File: config.mk
export PLATFORM = sky130hd
export DESIGN_NAME = fetch_stage
export DESIGN_NICKNAME = d
export VERILOG_FILES = /design/src/rtl/fetch_stage.sv
export SDC_FILE = /design/constraint.sdc
export NUM_CORES = 1
export LEC_CHECK = 0
export BUFFER_PORTS_ARGS = -buffer_cell sky130_fd_sc_hd__buf_2
export CELL_PAD_IN_SITES_DETAIL_PLACEMENT = 0
export CELL_PAD_IN_SITES_GLOBAL_PLACEMENT = 1
export CORE_ASPECT_RATIO = 1.75
export CORE_MARGIN = 3
export CORE_UTILIZATION = 36
export DETAILED_ROUTE_END_ITERATION = 10
export PLACE_DENSITY = 0.75
export SLEW_MARGIN = 20
export SYNTH_ARGS = -nofsm -noshare
export SYNTH_HDL_FRONTEND = slang
export SYNTH_SLANG_ARGS = --single-unit
File: constraint.sdc
create_clock -name clk -period 1.7 [get_ports clk]
set_input_delay 0.34 -clock clk [delete_from_list [all_inputs] [get_ports clk]]
set_output_delay 0.34 -clock clk [all_outputs]
set_load 0.02 [all_outputs]
File: src/rtl/fetch_stage.sv
// fetch_stage: instruction fetch with a one-cycle in-flight tracker and a
// one-entry skid buffer, so stalls from decode never lose or duplicate words
// returned by a synchronous-read instruction memory.
// Optional feature: define FETCH_PERF_EN to add the saturating fetch_bubbles
// counter output.
module fetch_stage #(
  parameter logic [31:0] RESET_PC = 32'h0000_0000
) (
  input  logic        clk,
  input  logic        rst,
  input  logic        stall,
  input  logic        redirect,
  input  logic [31:0] redirect_pc,
  output logic [31:0] imem_addr,
  input  logic [31:0] imem_rdata,
  output logic [31:0] instr,
  output logic [31:0] instr_pc,
  output logic [31:0] pc_plus4,
  output logic        instr_valid
`ifdef FETCH_PERF_EN
  ,
  output logic [31:0] fetch_bubbles
`endif
);

  localparam logic [31:0] NOP_INSTR = 32'h0000_0013;

  logic [31:0] pc_q;
  logic [31:0] pc_d;
  logic        rsp_valid_q;
  logic        rsp_valid_d;
  logic [31:0] rsp_pc_q;
  logic [31:0] rsp_pc_d;
  logic        skid_valid;
  logic        skid_valid_d;
  logic [31:0] skid_instr;
  logic [31:0] skid_instr_d;
  logic [31:0] skid_pc;
  logic [31:0] skid_pc_d;
  logic [31:0] instr_d;
  logic [31:0] instr_pc_d;
  logic        instr_valid_d;

  assign imem_addr = pc_q;
  assign pc_plus4  = instr_pc + 32'd4;

  // Next-state selection: redirect flushes everything, stall parks the
  // in-flight word in the skid, otherwise issue and advance the outputs.
  always_comb begin
    pc_d          = pc_q;
    rsp_valid_d   = rsp_valid_q;
    rsp_pc_d      = rsp_pc_q;
    skid_valid_d  = skid_valid;
    skid_instr_d  = skid_instr;
    skid_pc_d     = skid_pc;
    instr_d       = instr;
    instr_pc_d    = instr_pc;
    instr_valid_d = instr_valid;

    if (redirect) begin
      pc_d          = redirect_pc & ~32'd3;
      rsp_valid_d   = 1'b0;
      skid_valid_d  = 1'b0;
      instr_valid_d = 1'b0;
    end else if (stall) begin
      rsp_valid_d = 1'b0;
      if (rsp_valid_q && !skid_valid) begin
        skid_valid_d = 1'b1;
        skid_instr_d = imem_rdata;
        skid_pc_d    = rsp_pc_q;
      end
    end else begin
      rsp_valid_d = 1'b1;
      rsp_pc_d    = pc_q;
      pc_d        = pc_q + 32'd4;
      if (skid_valid) begin
        instr_d       = skid_instr;
        instr_pc_d    = skid_pc;
        instr_valid_d = 1'b1;
        skid_valid_d  = 1'b0;
      end else begin
        instr_d       = imem_rdata;
        instr_pc_d    = rsp_pc_q;
        instr_valid_d = rsp_valid_q;
      end
    end
  end

  // State registers; reset wins over redirect and stall and drops any
  // in-flight or parked instruction.
  always_ff @(posedge clk) begin
    if (rst) begin
      pc_q        <= RESET_PC;
      rsp_valid_q <= 1'b0;
      rsp_pc_q    <= 32'd0;
      skid_valid  <= 1'b0;
      skid_instr  <= NOP_INSTR;
      skid_pc     <= 32'd0;
      instr       <= NOP_INSTR;
      instr_pc    <= 32'd0;
      instr_valid <= 1'b0;
    end else begin
      pc_q        <= pc_d;
      rsp_valid_q <= rsp_valid_d;
      rsp_pc_q    <= rsp_pc_d;
      skid_valid  <= skid_valid_d;
      skid_instr  <= skid_instr_d;
      skid_pc     <= skid_pc_d;
      instr       <= instr_d;
      instr_pc    <= instr_pc_d;
      instr_valid <= instr_valid_d;
    end
  end

`ifdef FETCH_PERF_EN
  // Count cycles where decode gets nothing useful, saturating at all-ones.
  always_ff @(posedge clk) begin
    if (rst) begin
      fetch_bubbles <= 32'd0;
    end else if ((!instr_valid || stall) && (fetch_bubbles != 32'hFFFF_FFFF)) begin
      fetch_bubbles <= fetch_bubbles + 32'd1;
    end
  end
`endif

endmodule

### Word level (Yosys, flattened, before mapping)

Index checks and enable logic that the tools add are counted.

| word-level totals | value |
|---|---|
| bits in registers | 195 |
| bits of input ports | 68 |
| output and inout bits | 129 |
| logic and storage cells | 27 |

| cells by class | value |
|---|---|
| add/sub/neg operators | 2 |
| equal/unequal tests | 1 |
| mux-type cells | 6 |
| bitwise operators | 2 |
| reduce and logical (&&, ||, !) cells | 6 |

Operator list:

| kind | number |
|---|---|
| 2-to-1 mux 32 bit | 4 |
| adder 32 x 3 -> 32 bit, second input constant | 2 |
| AND reduction 3 bit | 1 |
| OR reduction 3 bit | 1 |
| 2-to-1 mux 1 bit | 2 |
| != test 2 x 1 -> 1 bit, second input constant | 1 |
| NOT 1 bit | 2 |
| AND reduction 2 bit | 1 |
| OR reduction 2 bit | 1 |
| logical AND 1 bit | 1 |
| logical NOT 1 bit | 1 |

### Longest topological paths before layout

Gate-level depths: netlist (run 1).

| depth | value |
|---|---|
| word-level depth | 3 |
| depth in mapped cells | 6 |
| depth with buffers taken out | 5 |

### Least setup slack after synthesis (run 1)

Ideal clock, no wire load.

| path | value |
|---|---|
| kind | reg2out |
| from | reg instr_pc[9] |
| to | out pc_plus4[25] |
| data arrival time | 1.869 ns |
| path slack | -0.509 ns |
| cell stages (with the launch flop) | 6 |
| cell sequence | dfxtp_1 -> and3_1 -> nand3_1 -> clkbuf_1 -> nor4_1 -> xor2_1 |

| on the way | value |
|---|---|
| longest elaborated chain between the ends | 1 |

Ends and longest elaborated chain:

| what | RTL line | source |
|---|---|---|
| from (decl) | 17 | `output logic [31:0] instr_pc,` |
| from (signal assigned) | 110 | `instr_pc <= instr_pc_d;` |
| adder 32 x 3 -> 32 bit | 45 | `assign pc_plus4 = instr_pc + 32'd4;` |
| to (decl) | 18 | `output logic [31:0] pc_plus4,` |

Every way passes these cells.

### Final worst setup path (run 1)

| path | value |
|---|---|
| from | reg instr_pc[2] |
| to | out pc_plus4[17] |

The elaborated chain is that of the path after synthesis.

==> results of run 1 <==
[Yosys cell counts (4+ instances only)]
master	instances
nor4_1	11
nand2_1	226
mux2i_1	63
a31oi_1	10
and3_1	9
and4_1	7
or4_1	11
clkbuf_1	64
nand4_1	14
a211oi_1	65
o31ai_1	8
nand3_1	18
nand3b_1	4
nor3_1	15
inv_1	4
buf_4	8
nor2_1	88
a311oi_1	9
xnor2_1	14
xor2_1	24
buf_1	5
nand4b_1	5
dfxtp_1	187
a21oi_1	95
o211ai_1	6
or3_1	6
[flip-flops by register name, summed over array words and instances (netlist names)]
signal	flops
skid_valid	1
instr_valid	1
imem_addr	30
skid_pc	30
rsp_pc_q	30
skid_instr	32
instr	32
rsp_valid_q	1
instr_pc	30
[layout by cell type, fill, tap and decap left out, types with 5 or more instances in the layout]
master / synthesis / final
nand2_1: 226 / 223
buf_2: 1 / 160
dfxtp_1: 187 / 144
buf_4: 8 / 135
a21oi_1: 95 / 95
nor2_1: 88 / 82
a211oi_1: 65 / 65
mux2i_1: 63 / 63
buf_6: 2 / 40
dfxtp_2: 0 / 26
xor2_2: 0 / 18
clkbuf_16: 0 / 18
dfxtp_4: 0 / 17
nand4_1: 14 / 14
nand3_1: 18 / 13
a31oi_1: 10 / 10
buf_12: 0 / 10
nor4_4: 0 / 8
nor3_4: 0 / 8
xnor2_1: 14 / 8
o31ai_1: 8 / 8
or4_4: 0 / 8
nor3_1: 15 / 7
xnor2_2: 0 / 6
xor2_1: 24 / 6
o211ai_1: 6 / 6
conb_1: 1 / 6
and3_4: 0 / 5
nor2_4: 0 / 5
and3_1: 9 / 5
a311oi_2: 0 / 5
nand4b_1: 5 / 5
or3_1: 6 / 5
[per-layer routing]
layer | vias to the layer above | track usage | share of wire
met4 | 0 | 0.0712 | 0.028
met1 | 3711 | 0.230 | 0.41
met2 | 190 | 0.349 | 0.52
met5 | - | 0 | 0
li1 | 4106 | - | -
met3 | 38 | 0.0382 | 0.037
[per-stage QoR]
step | cells | setup slack (ns)
after global placement | 1562 | -0.209
after detailed placement | 1562 | -0.232
final | 1614 | -0.602
after global routing | 1614 | -0.695
after floorplan | 1020 | -0.256
after CTS | 1607 | -0.646
[tightest hold or removal path: cells and delay by family]
kind          cells  cell delay, ns
buf+inv           1            0.08
simple gates      2            0.11
[where the power goes]
part | leakage [nW] | switching [mW] | internal [mW]
clock | 0.289 | 1.75 | 2.24
combinational | 3.08 | 0.853 | 0.606
sequential | 1.55 | 0.114 | 4.55
total | 4.92 | 2.71 | 7.40
[kinds of logic (layout without fill, tap and decap cells)]
| group | count (synthesis) | after routing |
|---|---|---|
| other | 1 | 6 |
| DFF | 187 | 187 |
| and+or+nand+nor | 432 | 433 |
| muxes | 63 | 63 |
| AOI/OAI and AO/OA | 202 | 202 |
| xor gates and xnor gates | 38 | 38 |
| adders and majority gates | 2 | 2 |
| buffers and inverters | 90 | 383 |
[worst paths after layout]
| path | startpoint | end | cells after the start | slack, ns |
|---|---|---|---|---|
| worst min register to register | skid_pc[9]$_SDFFE_PP0P_ | skid_pc[9]$_SDFFE_PP0P_ | 2 | 0.45 |
| worst max-delay path | instr_pc[2]$_SDFFE_PP0P_ | pc_plus4[17] | 7 | -0.60 |
| worst max register to register | imem_addr[8]$_SDFFE_PP0P_ | imem_addr[23]$_SDFFE_PP0P_ | 5 | -0.16 |
| worst min-delay path | imem_rdata[4] | skid_instr[4]$_SDFFE_PP1P_ | 3 | 0.12 |
[layout make-up]
cell class / count / area, sq um
Fill cell: 2182 / 10600
Multi-Input combinational cell: 744 / 4920
Sequential cell: 187 / 3840
Timing Repair Buffer: 346 / 2490
Clock buffer: 22 / 495
Tap cell: 300 / 375
Clock inverter: 10 / 103
Inverter: 5 / 18.8
[repair_timing]
action	in CTS	in global routing
gates resized for setup	65	56
setup endpoints to repair	39	43
gates cloned	4	0
pin swaps	38	34
buffers inserted	9	13
==> run summary, run 1 <==
Power per cell area -> 825 mW/mm^2
Fraction of synthesized cell area in xor and xnor cells -> 0.0397
Max_cap viols -> 0
Synth Area in Simple Gates -> 0.232
DIE WIDTH -> 121 um
Final core utilization -> 0.536
Per-cell routed wire length -> 15.3 um
PortBufs -> 188
WP data arrival -> 1.96 ns
Status -> complete, but fails checks
Headroom to the max-slew limit -> 0.657
Total GRT Usage -> 0.196
Clk buf depth -> 2
Post-synth top area share -> 0.447
Gpl congestion -> 0.867
DR pass1 iterations -> 5
DP Area -> 0.0110 sq mm
Fmax -> 434 MHz
Layout cells sized above 1 -> 0.387
CTS tree -> yes
Initial Utilization -> 0.367
Cell Rows -> 73
Clock skew -> 0.00691 ns
Via density -> 4.98
First-pass GRT wire length -> 40.0 mm
Top post-synthesis cells by area -> dfxtp_1 45%, nand2_1 10%, mux2i_1 7.5%, a211oi_1 5.8%, a21oi_1 5.7%
Fin. max-slew vios -> 0
Synthesis-to-layout area growth -> 46.1%
DIE AREA -> 0.0252 sq mm
Biggest cell delay along the critical path -> 0.37 ns
H-Tree Depth -> 4
Crit Path Category -> reg2out
Cells after Synth -> 1015
Measured slew at the worst slew-check pin -> 0.515 ns
Yosys reg bits -> 187
Ys Warns -> 0
Netlist cell types -> 47
Sequential area share after synthesis -> 0.447
N_diodes -> 0
# IOs -> 197
Total CTS buffers -> 17
Mapped Area -> 0.00838 sq mm
Leakage -> 4.92 nW
Wirelength, routed -> 24.6 mm
Pin count of the biggest net entering global routing -> 58
Post-DP HPWL -> 17.8 mm
Synth Area in Compound Gates -> 0.153
Grt ovf -> 0
CP Max Fanout -> 9
Core box area -> 0.0228 sq mm
Die H -> 208 um
CP Buf/Inv Count -> 3
Clock-pin slew on the worst setup and hold paths -> 0.07 ns
Main synth FF type -> dfxtp_1
Cell Chain, Critical Path -> and4_1 -> nand4_1 -> buf_12 -> buf_12 -> nor3_4 -> xor2_2 -> buf_6
Startpoint Class -> flop
Yosys top cell by area -> dfxtp_1
Worst VDD drop -> 0.569 mV
Vias -> 8045
Nets -> 1371
Critical path required time -> 1.36 ns
RSZ-0062 raised after global routing -> true
Antenna violations before repair -> 0
Most frequent CP cell -> buf_12
Clock sink total -> 187
Final Hold Slack -> 0.123 ns
Setup ws final -> -0.602 ns
Vias in the first global route -> 7710
EDFF count, synth -> 0
DRC Markers -> 0
HP Class -> in2reg
Final Cycle Share -> 1.35
CTS Hold Bufs -> 0
Final setup fails -> 36
Power, Total -> 10.1 mW
Violated checks -> setup timing
Syn Area/Cell -> 8.25 sq um
CP endpoint kind -> output pin
Crit path time final -> 2.30 ns
Root buf cell -> clkbuf_16
Ys async rst share -> 0
CP max-delay cell -> dfxtp_4
Mux share of post-synthesis cell area -> 0.0753
Worst-Skew Late Latency -> 0.44 ns
Synth Area in Adders -> 0.00299
Post-route cell area -> 0.0122 sq mm
Number of DRC markers in iteration 0 -> 284
Final ANT Viol Nets -> 0
Largest family of logic cells by synthesized area -> simple AND/OR/NAND/NOR gates
Fin. Hold Viols -> 0
Worst path top cell family by delay -> simple AND/OR/NAND/NOR gates
TNS Setup -> -13.23 ns
Power figures use the tool's default switching activity.
==> run 2, diff against run 1 <==
--- a/config.mk
+++ b/config.mk
@@ -5,14 +5,17 @@
 export SDC_FILE = /design/constraint.sdc
 export NUM_CORES = 1
 export LEC_CHECK = 0
+export ABC_AREA = 1
 export BUFFER_PORTS_ARGS = -buffer_cell sky130_fd_sc_hd__buf_2
 export CELL_PAD_IN_SITES_DETAIL_PLACEMENT = 0
 export CELL_PAD_IN_SITES_GLOBAL_PLACEMENT = 1
 export CORE_ASPECT_RATIO = 1.75
 export CORE_MARGIN = 3
-export CORE_UTILIZATION = 36
+export CORE_UTILIZATION = 35
 export DETAILED_ROUTE_END_ITERATION = 10
+export HOLD_SLACK_MARGIN = 0.15
 export PLACE_DENSITY = 0.75
+export SETUP_SLACK_MARGIN = 0.3
 export SLEW_MARGIN = 20
 export SYNTH_ARGS = -nofsm -noshare
 export SYNTH_HDL_FRONTEND = slang
==> run 2 against run 1 <==
  * The run still ends with setup timing left
  * Worst hold slack better by 0.043 ns
  * Synthesized area is 4.7% higher
  * Clock power about the same
  * Sequential power grew 2%
  * Critical path depth grew 2
  * Maximum frequency grew 6.5%
  * Total power is 2.7% higher
  * Via count rose by 15%
  * Largest power group unchanged
==> run summary, run 2 <==
Status -> complete, but fails checks
Violated checks -> setup timing
Clock Power Share -> 0.382
Total CTS buffers -> 17
Max_cap viols -> 0
CP endpoint kind -> output pin
Biggest cell delay along the critical path -> 0.38 ns
Synthesis-to-layout area growth -> 49.5%
Total GRT Usage -> 0.210
Yosys top cell by area -> dfxtp_1
Core box area -> 0.0246 sq mm
Fmax -> 463 MHz
CP max-delay cell -> dfxtp_4
Seq pwr share -> 0.460
Power per cell area -> 792 mW/mm^2
Ys async rst share -> 0
Mapped Area -> 0.00877 sq mm
Net Sw Frac -> 0.276
DIE AREA -> 0.0271 sq mm
Top post-synthesis cells by area -> dfxtp_1 43%, nand2_1 16%, o21ai_0 6.5%, nor2_1 4.9%, a31oi_1 4.1%
Worst path top cell family by delay -> simple AND/OR/NAND/NOR gates
Critical path required time -> 1.36 ns
Synth cell count leaders -> 367 x nand2_1, 187 x dfxtp_1, 115 x nor2_1
Reg2reg start -> imem_addr[3]$_SDFFE_PP0P_
First-pass GRT wire length -> 46.0 mm
Placed Cells incl. Taps -> 1782
Leakage -> 5.79 nW
PortBufs -> 188
Number of DRC markers in iteration 0 -> 459
Power, Total -> 10.4 mW
Clock-pin slew on the worst setup and hold paths -> 0.07 ns
Gpl congestion -> 0.885
CP Max Fanout -> 4
Final core utilization -> 0.533
Netlist cell types -> 39
Cells after Synth -> 1255
EDFF count, synth -> 0
Fillers -> 2423
Crit path time final -> 2.16 ns
Cell Chain, Critical Path -> ha_4 -> nand2_4 -> nor2_4 -> nand2_4 -> inv_4 -> nand2_4 -> nor2_4 -> xor2_4 -> buf_6
Final ANT Viol Nets -> 0
DIE WIDTH -> 126 um
Combinational power share -> 0.158
Net switching power -> 2.86 mW
Headroom to the max-slew limit -> 0.660
Worst VDD drop -> 0.570 mV
Commonest cells after routing, fill and taps aside -> 343 x nand2_1, 127 x dfxtp_1, 123 x buf_2
R2R Setup Slk -> 0.09 ns
Setup crit end -> pc_plus4[18]
CTS tree -> yes
Post-DP HPWL -> 20.5 mm
Measured slew at the worst slew-check pin -> 0.510 ns
Fin cells -> 1867
HP Class -> in2reg
Clock sink total -> 187
Cell Rows -> 76
Ys Warns -> 0
Pin count of the biggest net entering global routing -> 69
Via density -> 4.97
CP Buf/Inv Count -> 2
Post-synth top area share -> 0.427
Crit Path Category -> reg2out
Final setup fails -> 28
Sequential area share after synthesis -> 0.427
Antenna violations before repair -> 2
WP depth -> 9
Main synth FF type -> dfxtp_1
Syn Area/Cell -> 6.99 sq um
Vias in the first global route -> 8587
Most frequent CP cell -> nand2_4
Clock skew -> 0.00944 ns
DRC Markers -> 0
Top-count cell post-synth -> nand2_1
Top Registers -> instr: 32 flops, skid_instr: 32 flops
Fin. Hold Viols -> 0
Fin. max-slew vios -> 0
H-Tree Depth -> 4
Nets -> 1610
Final Cycle Share -> 1.27
RSZ-0062 raised after global routing -> true
Reg2Reg Depth -> 10
DR pass1 iterations -> 4
WP data arrival -> 1.82 ns
Die H -> 215 um
Worst-Skew Late Latency -> 0.43 ns
Vias -> 9283
Yosys reg bits -> 187
Clk buf depth -> 2
R2r endpoint -> imem_addr[26]$_SDFFE_PP0P_
Crit path from -> instr_pc[3]$_SDFFE_PP0P_
Most common cell after layout, fill and taps aside -> nand2_1
Wirelength, routed -> 29.6 mm
# IOs -> 197
Per-cell routed wire length -> 15.9 um
Worst min-delay path startpoint -> imem_rdata[10]
Layout cells sized above 1 -> 0.385
Setup ws final -> -0.461 ns
Int Power -> 7.52 mW
Startpoint Class -> flop
Grt ovf -> 0
Root buf cell -> clkbuf_16
Initial Utilization -> 0.356
-- run 2: changes by cell type after synthesis, moves of 27 or more --
cell,before,now
a21oi_1,95,60
a31oi_1,10,58
o21ai_0,2,114
a211oi_1,65,0
mux2i_1,63,0
nand3_1,18,63
nor2_1,88,115
nand2_1,226,367
inv_1,4,79
-- run 2: layer usage --
layer,GRT usage,routed length (um)
met5,0,0
met4,0.0919,1000
met3,0.0290,1300
met2,0.364,15300
met1,0.259,12000
-- run 2: cell type report --
cell class                      instances  area [sq um]  share of cell area
Clock inverter                         12           139              0.0106
Inverter                               85           337              0.0257
Sequential cell                       187          3890               0.297
Tap cell                              312           390              0.0298
Clock buffer                           20           447              0.0340
Timing Repair Buffer                  341          2790               0.213
Multi-Input combinational cell        908          5120               0.390
Antenna cell                            2          5.00            0.000381
-- run 2: logic make-up (layout without fill, tap and decap cells) --
| group | Yosys count | in the layout | share of synthesized area |
|---|---|---|---|
| DFF | 187 | 187 | 0.427 |
| AOI/OAI and AO/OA | 256 | 256 | 0.163 |
| xor gates and xnor gates | 28 | 28 | 0.0280 |
| other | 1 | 8 | 0.000427 |
| and+or+nand+nor | 616 | 616 | 0.296 |
| adders and majority gates | 2 | 2 | 0.00285 |
| buffers and inverters | 165 | 458 | 0.0829 |
-- run 2: worst register-to-register path: cells and delay by family (launching register included) --
kind / cells / cell delay, ns
DFF: 1 / 0.39
and+or+nand+nor: 8 / 0.93
adders and majority gates: 1 / 0.15
buffers and inverters: 1 / 0.04
-- run 2: power groups by stage --
stage	combinational [mW]	clock [mW]	sequential, mW
floorplan	0.623	0	5.01
global placement	1.39	0	4.85
detailed placement	1.40	0	4.86
CTS	1.61	4.08	4.77
global route	1.78	4.22	4.80
finish	1.65	3.97	4.77
-- run 2: worst min path at each step --
stage | end | cells after the start | slack [ns]
2_1_floorplan | skid_instr[28]$_SDFFE_PP0P_ | 2 | 0.43
3_3_place_gp | skid_pc[31]$_SDFFE_PP0P_ | 2 | 0.44
3_5_place_dp | skid_pc[31]$_SDFFE_PP0P_ | 2 | 0.44
4_1_cts | skid_instr[10]$_SDFFE_PP0P_ | 3 | 0.15
5_1_grt | skid_instr[8]$_SDFFE_PP0P_ | 3 | 0.16
6_report | skid_instr[10]$_SDFFE_PP0P_ | 3 | 0.17
-- run 2: metrics by stage --
step           cell area [sq um]  hold slack, ns  worst slack [ns]  setup TNS, ns
3_3_place_gp               11000           0.437           -0.0984         -0.271
4_1_cts                    12800           0.152            -0.486         -10.29
6_report                   13100           0.167            -0.461         -10.27
2_1_floorplan               9180           0.429            0.0305              0
3_5_place_dp               11000           0.442            -0.101         -0.417
5_1_grt                    13100           0.164            -0.548         -12.73
-- run 2: what timing repair did --
action	in CTS	in global routing
hold buffers	6	0
gates resized for setup	267	66
hold endpoints to repair	6	0
setup buffers	29	16
endpoints found under the setup margin	93	89
pin swaps	61	61
